`src/rtl/bcd_display_ctrl.sv`:
```
`timescale 1ns/1ps
// bcd_display_ctrl
// Sequential binary-to-BCD converter for the 7-segment display path.
// A value is accepted over in_valid/in_ready. It is converted with shift-add-3
// (double dabble), one bit per clock. The result is held on bcd_out until the
// next conversion finishes, so the decoders never see intermediate digits.
//
// Ports:
//   clk       system clock, rising edge
//   rst_n     asynchronous active-low reset
//   in_valid  in_value is valid this cycle
//   in_ready  controller can accept a value (IDLE only)
//   in_value  unsigned binary value, WIDTH bits
//   bcd_out   held BCD result, digit 0 in bits [3:0]
//   done      one-cycle pulse when bcd_out updates
//   busy      conversion in progress (CONV or DONE)
//   ovf       last accepted value exceeded 10^DIGITS-1 (bcd_out saturates to all 9s)
//   blank     per-digit blank mask for the segment decoders
//
// Optional build macro BCD_DISPLAY_LZB_EN enables leading-zero blanking.
// Without it, blank is tied to zero.
//
// state | meaning
// IDLE  | waiting for in_valid, in_ready high
// CONV  | one shift-add-3 iteration per cycle, WIDTH cycles
// DONE  | result registered, done pulse, back to IDLE
module bcd_display_ctrl #(
    parameter int WIDTH  = 14,
    parameter int DIGITS = 4
) (
    input  logic                  clk,
    input  logic                  rst_n,
    input  logic                  in_valid,
    output logic                  in_ready,
    input  logic [WIDTH-1:0]      in_value,
    output logic [4*DIGITS-1:0]   bcd_out,
    output logic                  done,
    output logic                  busy,
    output logic                  ovf,
    output logic [DIGITS-1:0]     blank
);

    // Number of decimal digits needed for 2^w-1.
    function automatic int calc_digits(input int w);
        longint v;
        int     n;
        v = (longint'(1) << w) - 1;
        n = 1;
        for (int i = 0; i < 64; i++) begin
            if (v >= 10) begin
                v = v / 10;
                n = n + 1;
            end
        end
        return n;
    endfunction

    function automatic longint pow10_m1(input int d);
        longint p;
        p = 1;
        for (int i = 0; i < d; i++) p = p * 10;
        return p - 1;
    endfunction

    localparam int          SD_RAW  = calc_digits(WIDTH);
    // Scratch covers the whole WIDTH-bit range so nothing truncates mid-conversion.
    localparam int          SD      = (SD_RAW > DIGITS) ? SD_RAW : DIGITS;
    localparam int          SW      = 4 * SD;
    localparam int          CW      = $clog2(WIDTH + 1);
    localparam logic [63:0] MAX_VAL = 64'(pow10_m1(DIGITS));
    localparam logic [4*DIGITS-1:0] NINES = {DIGITS{4'h9}};

    localparam logic [1:0] S_IDLE = 2'd0;
    localparam logic [1:0] S_CONV = 2'd1;
    localparam logic [1:0] S_DONE = 2'd2;

    logic [1:0]          state_q,    state_d;
    logic [WIDTH-1:0]    shift_q,    shift_d;
    logic [SW-1:0]       scratch_q,  scratch_d;
    logic [CW-1:0]       cnt_q,      cnt_d;
    logic                ovf_pend_q, ovf_pend_d;
    logic [4*DIGITS-1:0] bcd_q,      bcd_d;
    logic                ovf_q,      ovf_d;
    logic [SW-1:0]       adj;

    // Add 3 to every scratch digit that is 5 or more before the shift.
    always_comb begin
        adj = scratch_q;
        for (int j = 0; j < SD; j++) begin
            if (scratch_q[4*j +: 4] >= 4'd5) adj[4*j +: 4] = scratch_q[4*j +: 4] + 4'd3;
        end
    end

    always_comb begin
        state_d    = state_q;
        shift_d    = shift_q;
        scratch_d  = scratch_q;
        cnt_d      = cnt_q;
        ovf_pend_d = ovf_pend_q;
        bcd_d      = bcd_q;
        ovf_d      = ovf_q;
        case (state_q)
            S_IDLE: begin
                if (in_valid) begin
                    shift_d    = in_value;
                    scratch_d  = '0;
                    cnt_d      = CW'(WIDTH);
                    ovf_pend_d = ({{(64-WIDTH){1'b0}}, in_value} > MAX_VAL);
                    state_d    = S_CONV;
                end
            end
            S_CONV: begin
                // Truncation drops only the top bit, which stays zero because
                // the scratch width covers the full input range.
                scratch_d = SW'({adj, shift_q[WIDTH-1]});
                shift_d   = shift_q << 1;
                cnt_d     = cnt_q - CW'(1);
                if (cnt_q == CW'(1)) begin
                    // Last iteration: register the result so it appears with DONE.
                    state_d = S_DONE;
                    bcd_d   = ovf_pend_q ? NINES : scratch_d[4*DIGITS-1:0];
                    ovf_d   = ovf_pend_q;
                end
            end
            S_DONE:  state_d = S_IDLE;
            default: state_d = S_IDLE;
        endcase
    end

    always_ff @(posedge clk or negedge rst_n) begin
        if (!rst_n) begin
            state_q    <= S_IDLE;
            shift_q    <= '0;
            scratch_q  <= '0;
            cnt_q      <= '0;
            ovf_pend_q <= 1'b0;
            bcd_q      <= '0;
            ovf_q      <= 1'b0;
        end else begin
            state_q    <= state_d;
            shift_q    <= shift_d;
            scratch_q  <= scratch_d;
            cnt_q      <= cnt_d;
            ovf_pend_q <= ovf_pend_d;
            bcd_q      <= bcd_d;
            ovf_q      <= ovf_d;
        end
    end

`ifdef BCD_DISPLAY_LZB_EN
    logic [DIGITS-1:0] blank_q, blank_d;
    logic              zero_run;

    // blank[i] is set while every digit from the top down to i is zero.
    // Digit 0 is never blanked, so a value of 0 still shows one "0".
    // A saturated result is all 9s, so it is never blanked.
    always_comb begin
        blank_d  = blank_q;
        zero_run = 1'b1;
        if (state_q == S_CONV && cnt_q == CW'(1)) begin
            blank_d = '0;
            for (int i = DIGITS - 1; i >= 1; i--) begin
                zero_run   = zero_run & (bcd_d[4*i +: 4] == 4'd0);
                blank_d[i] = zero_run & ~ovf_pend_q;
            end
        end
    end

    always_ff @(posedge clk or negedge rst_n) begin
        if (!rst_n) blank_q <= '0;
        else        blank_q <= blank_d;
    end

    assign blank = blank_q;
`else
    assign blank = '0;
`endif

    assign in_ready = (state_q == S_IDLE);
    assign done     = (state_q == S_DONE);
    assign busy     = (state_q == S_CONV) || (state_q == S_DONE);
    assign bcd_out  = bcd_q;
    assign ovf      = ovf_q;

endmodule

```
`config.mk`:
```
export PLATFORM = sky130hd
export DESIGN_NAME = bcd_display_ctrl
export DESIGN_NICKNAME = d
export VERILOG_FILES = /design/src/rtl/bcd_display_ctrl.sv
export SDC_FILE = /design/constraint.sdc
export NUM_CORES = 1
export LEC_CHECK = 0
export BUFFER_PORTS_ARGS = -buffer_cell sky130_fd_sc_hd__buf_4
export CAP_MARGIN = 0
export CORE_MARGIN = 8
export CORE_UTILIZATION = 30
export CTS_CLUSTER_SIZE = 16
export DETAILED_ROUTE_END_ITERATION = 6
export PLACE_DENSITY = 0.44
export SLEW_MARGIN = 40
export SYNTH_ARGS = -nofsm -noshare
export SYNTH_HDL_FRONTEND = slang
export SYNTH_SLANG_ARGS = --single-unit
```
`constraint.sdc`:
```
create_clock -name clk -period 3 [get_ports clk]
set_input_delay 0.3 -clock clk [delete_from_list [all_inputs] [get_ports clk]]
set_output_delay 0.3 -clock clk [all_outputs]
set_load 0.01 [all_outputs]
```
==> metrics.md, run 1 <==
| Metric | Value |
|---|---|
| Global Route Usage Sum | 10.49% |
| Cell family with most CP delay | buffers and inverters |
| CP cell instances | inv_1 > ha_1 > buf_4 > nor2_1 > nor2_8 > o31ai_1 > a32o_1 |
| Htree depth | 2 |
| Top-area cell type share of the netlist area | 48.94% |
| Synth top area cells | dfrtp_1 49%, ha_1 6.8%, mux2i_1 6.2% |
| Largest area contributor in the netlist | dfrtp_1 |
| Register area share after synthesis | 48.94% |
| Crit path DAT | 2230 ps |
| Yosys cell types | 38 |
| I/O pins | 41 |
| Num Clock Sinks | 54 |
| Final wirelength | 6221 µm |
| Most frequent cells in the layout | 54 x dfrtp_1, 39 x buf_4, 26 x nand2_1 |
| Startpoint Class | register |
| Highest cell delay on the worst timing path | 400 ps |
| Ys async rst share | 100.0% |
| Filler Cell Count | 926 |
| Core area | 0.009065 mm² |
| Clk_skew | 10.58 ps |
| Main synth FF type | dfrtp_1 |
| Metal3 WL | 347 µm |
| Slew @ Worst Pin | 705.7 ps |
| Antenna violations before repair | 0 |
| Endpoints failing hold | 0 |
| TritonCTS clock tree | yes |
| Die Span Y | 111.9 µm |
| Setup TNS | 0 ps |
| Post-DP HPWL | 4383 µm |
| Most common cell after layout, fill and taps aside | dfrtp_1 |
| Top Metal Used | met4 |
| Fmax | 489.7 MHz |
| Vias in the first global route | 2,037 |
| Post-synth EDFFs | 0 |
| Avg Inst Size Synth | 10.62 µm² |
| Cts hold-fix bufs | 0 |
| Reg2reg path depth | 7 |
| # resized after CTS | 0 |
| Final #Nets | 326 |
| Drt initial violations | 71 |
| Final worst-path cycle share | 68.07% |
| Worst vdd ir | 0.5088 mV |
| Drt first pass iters | 4 |
| Mapped cell area | 0.002761 mm² |
| Max cap viols | 0 |
| Slew HR | 52.95% |
| Leakage | 1.490 nW |
| Synth Instances | 260 |
| Clk slew on worst S/H paths | 100 ps |
| GRT overflow | 0 |
| Worst-path maximum fanout | 16 |
| I/O Buffers | 36 |
| Post-CTS setup buffers | 0 |
| Status | finished clean |
| Met2 WL post-DR | 2599 µm |
| FF+latch count, synth | 54 |
| Vias per cell | 4.837 |
| ANT cells | 0 |
| Row Count | 35 |
| Register Area | 0.001351 mm² |
| DRC | 0 |
| Post-DRT Antenna Nets | 0 |
| Critical Path RT | 3190 ps |
| Tmin final | 2042 ps |
| Power density cells | 776.3 mW/mm² |
| Setup Viol. Count Final | 0 |
| Worst hold path class | in -> async |
| Initial Utilization | 30.46% |
| Area of the multi-input gates | 0.001279 mm² |
| Worst Path Buf+Inv | 2 |
| Crit. path cell count | 7 |
| Clk buf depth | 2 |
| Wire per inst | 15.32 µm |
| First-pass GRT wire length | 10,760 µm |
| Worst-skew pair later-pin latency | 300 ps |
| CTS Buf Count | 5 |
| DIE WIDTH | 111.9 µm |
| Synth warn | 0 |
| Max Slew Vio Count | 0 |
| Synth-to-layout area growth | 15.63% |
| Critical path class | reg -> reg |
| M1 WL | 3255 µm |
| RSZ-0062 raised after global routing | false |
| Layout cells sized above 1 | 20.34% |
| RePlAce Congestion | 0.7425 |
| Core Util, Final | 35.22% |
| Die ar. | 0.01253 mm² |
| Largest net degree at the start of global routing | 55 |
| Critical path's slowest cell | dfrtp_1 |
| Crit. End Element | register |
| CTS root buffer | clkbuf_8 |
| Via count | 1,964 |
through the flow:
stage	cell area, µm²	hold WS, ps	setup WS (ps)	std cells	total power [W]
floorplan	2773	4.409	1285	263	0.001829
global placement	3097	416.0	853.3	398	0.002085
detailed placement	3104	408.5	783.9	398	0.002110
CTS	3191	67.47	753.9	406	0.002531
global route	3193	91.47	786.5	406	0.002711
finish	3193	29.70	958.0	406	0.002479
routing by layer:
layer,up-vias,global-route usage [%]
li1,981,-
met1,935,14.86
met2,46,15.43
met3,2,3.193
met4,0,1.888
met5,-,0
logic make-up after synthesis:
kind of cell	share of synthesized area, %
adder cells (fa/ha/maj)	6.797
buffers and inverters	5.528
AO/OA/AOI/OAI	18.03
other	0.1358
XOR/XNOR	1.269
flip-flops	48.94
multiplexers	6.978
AND/OR/NAND/NOR	12.32
synthesized netlist by cell type (2+ instances only):
cell type	count
dfrtp_1	54
nand2_1	26
o21ai_0	23
mux2i_1	17
nor2_1	17
ha_1	15
a22o_1	14
inv_1	12
a21oi_1	11
buf_4	8
nor3b_1	6
buf_2	5
o31ai_1	5
a32o_1	4
nand2b_1	4
nand3_1	4
xnor2_1	4
a2111oi_0	3
a21oi_2	3
o22ai_1	3
a22o_2	2
a31oi_1	2
buf_6	2
mux2_2	2
state kept, by name, indices dropped and copies added, names as in the netlist:
name and flops:
state_q 2, ovf_pend_q 1, shift_q 14, ovf 1
scratch_q 16, cnt_q 4, bcd_out 16
area by class of cell:
| cell class | instances | area share [%] |
|---|---|---|
| Timing Repair Buffer | 39 | 9.169 |
| Multi-Input combinational cell | 182 | 40.05 |
| Tap cell | 111 | 4.350 |
| Clock buffer | 6 | 2.273 |
| Sequential cell | 54 | 42.32 |
| Inverter | 12 | 1.411 |
| Clock inverter | 2 | 0.4310 |
worst paths after layout:
| check | from | endpoint | slack, ps |
|---|---|---|---|
| worst max-delay path | state_q[1] | scratch_q[3] | 960 |
| worst min-delay path | rst_n | scratch_q[11] | 30 |
| worst max register to register | state_q[1] | scratch_q[3] | 960 |
| worst min register to register | shift_q[12] | shift_q[12] | 490 |
| max in group asynchronous | rst_n | scratch_q[2] | 2480 |
| min in group clk | in_value[13] | ovf_pend_q | 270 |
power breakdown:
group          internal, W  leakage, nW  switching, W
clock             0.000165       0.0452      0.000237
combinational     0.000408        0.733      0.000628
sequential        0.000900        0.712      0.000141
Note: power is estimated with default switching activity, not from simulation.
==> inputs of run 2 (changes only) <==
--- a/config.mk
+++ b/config.mk
@@ -11,7 +11,7 @@
 export CORE_UTILIZATION = 30
 export CTS_CLUSTER_SIZE = 16
 export DETAILED_ROUTE_END_ITERATION = 6
-export PLACE_DENSITY = 0.44
+export PLACE_DENSITY = 0.46
 export SLEW_MARGIN = 40
 export SYNTH_ARGS = -nofsm -noshare
 export SYNTH_HDL_FRONTEND = slang
==> constraint.sdc (replaced) <==
create_clock -name clk -period 1.65 [get_ports clk]
set_input_delay 0.165 -clock clk [delete_from_list [all_inputs] [get_ports clk]]
set_output_delay 0.165 -clock clk [all_outputs]
set_load 0.01 [all_outputs]
==> run 2 against run 1 <==
Net effect: largest power group is now combinational cells; worst hold slack better by 110 ps; clock skew is 4.3 ps lower; register-to-register slack worse by 870 ps; utilization is 3.2 points higher.
==> metrics.md, run 2 (synthesis gave the netlist of run 1 again) <==
| Metric | Value |
|---|---|
| Final wirelength | 6421 µm |
| Max Slew Vio Count | 0 |
| DRC | 0 |
| Final worst-path cycle share | 94.82% |
| Post-DRT Antenna Nets | 0 |
| Pint | 0.003027 W |
| Worst vdd ir | 0.7536 mV |
| Worst hold endpoint | ovf_pend_q |
| Die ar. | 0.01253 mm² |
| Fin Hold WS | 134.9 ps |
| Core Util, Final | 38.39% |
| Status | finished clean |
| Reg-to-Reg End | scratch_q[15] |
| Vias per cell | 4.797 |
| Final #Nets | 349 |
| Power share of the sequential group | 37.6% |
| Clock power share | 15.7% |
| Num Clock Sinks | 54 |
| Initial Utilization | 30.46% |
| Critical path startpoint | state_q[1] |
| First-pass GRT wire length | 11,110 µm |
| CTS Buf Count | 5 |
| I/O Buffers | 36 |
| Clk slew on worst S/H paths | 100 ps |
| I/O pins | 41 |
| Htree depth | 2 |
| Row Count | 35 |
| GRT overflow | 0 |
| Critical Path RT | 1850 ps |
| Critical path class | reg -> reg |
| Layout cells sized above 1 | 30.19% |
| Startpoint Class | register |
| Power density cells | 1419 mW/mm² |
| Combinational Power Share | 46.7% |
| Synth-to-layout area growth | 26.01% |
| RePlAce Congestion | 0.7287 |
| R2r setup slk | 90 ps |
| Leakage | 1.601 nW |
| Post-DP HPWL | 4694 µm |
| Power Total | 0.004936 W |
| CTS root buffer | clkbuf_8 |
| Antenna violations before repair | 0 |
| Clk buf depth | 2 |
| Drt initial violations | 80 |
| Worst-skew pair later-pin latency | 300 ps |
| Max cap viols | 0 |
| RSZ-0062 raised after global routing | true |
| DIE WIDTH | 111.9 µm |
| Hold path cells | 3 |
| Endpoints failing hold | 0 |
| Sw power | 0.001909 W |
| Crit path DAT | 1760 ps |
| Clk_skew | 6.304 ps |
| Vias in the first global route | 2,187 |
| Wire per inst | 14.97 µm |
| Tmin final | 1565 ps |
| Core area | 0.009065 mm² |
| Fin area | 0.003480 mm² |
| Reg2reg path depth | 7 |
| Most common cell after layout, fill and taps aside | buf_4 |
| Placement Cell Area | 0.003291 mm² |
| Largest net degree at the start of global routing | 37 |
| Sw Share | 38.67% |
| Worst hold path class | in -> reg |
| Crit. End Element | register |
| Setup Viol. Count Final | 0 |
| Most frequent cells in the layout | 56 x buf_4, 54 x dfrtp_1, 25 x nand2_1 |
| Worst r2r src | state_q[1] |
| ANT cells | 0 |
| Fmax | 639.1 MHz |
| Worst-path maximum fanout | 11 |
| Drt first pass iters | 4 |
| Die Span Y | 111.9 µm |
| Via count | 2,058 |
| Hold path start | in_value[13] |
| Global Route Usage Sum | 10.87% |
| TritonCTS clock tree | yes |
run 2: worst max-delay path by stage:
stage                    end  slack, ps  cells after the start
2_1_floorplan     state_q[0]         30                      6
3_3_place_gp   scratch_q[15]        -30                      5
3_5_place_dp   scratch_q[11]        -80                      5
4_1_cts          bcd_out[14]          9                      7
5_1_grt        scratch_q[14]        -10                      6
6_report       scratch_q[15]         90                      7
run 2: area by class of cell:
type	instances	area, µm²
fillers	901	5585
flip-flops and latches	54	1351
multi-input cells	182	1336
repair buffers	62	513.0
well taps	111	138.9
clock buffers	6	82.58
inverters	12	45.04
clock inverters	2	12.51
run 2: through the flow:
stage	setup TNS [ps]	instances	setup slack (ps)
4_1_cts	0	428	9.335
6_report	0	429	85.40
3_3_place_gp	-135.8	418	-34.34
3_5_place_dp	-373.0	418	-82.41
5_1_grt	-28.80	429	-12.88
2_1_floorplan	0	263	32.82
run 2: power by group through the flow:
stage	Combinational, W	Clock [W]	Sequential, W
final	0.00231	0.000774	0.00185
after global routing	0.00261	0.000873	0.00190
after CTS	0.00223	0.000814	0.00185
after detailed placement	0.00219	0	0.00188
after global placement	0.00216	0	0.00188
after floorplan	0.00149	0	0.00185
run 2: critical path, cell delays in order (launching register included):
cell	delay, ps
dfrtp_1	390
inv_2	90
ha_2	220
buf_6	160
nor2_1	110
nor2_8	180
o31ai_1	100
a32o_1	200
run 2: metal layers:
metal  share of wire (%)  GRT usage, %
met1                  49         13.96
met2                  46         18.09
met3                 3.9         2.706
met4                0.65         2.158
met5                   0             0
run 2: timing repair:
item / 4_1_cts / 5_1_grt
endpoints found under the hold margin: 20 / 0
pin swaps: 0 / 2
buffers inserted: 1 / 1
resized for setup: 4 / 15
hold buffers: 1 / 0
endpoints found under the setup margin: 15 / 32
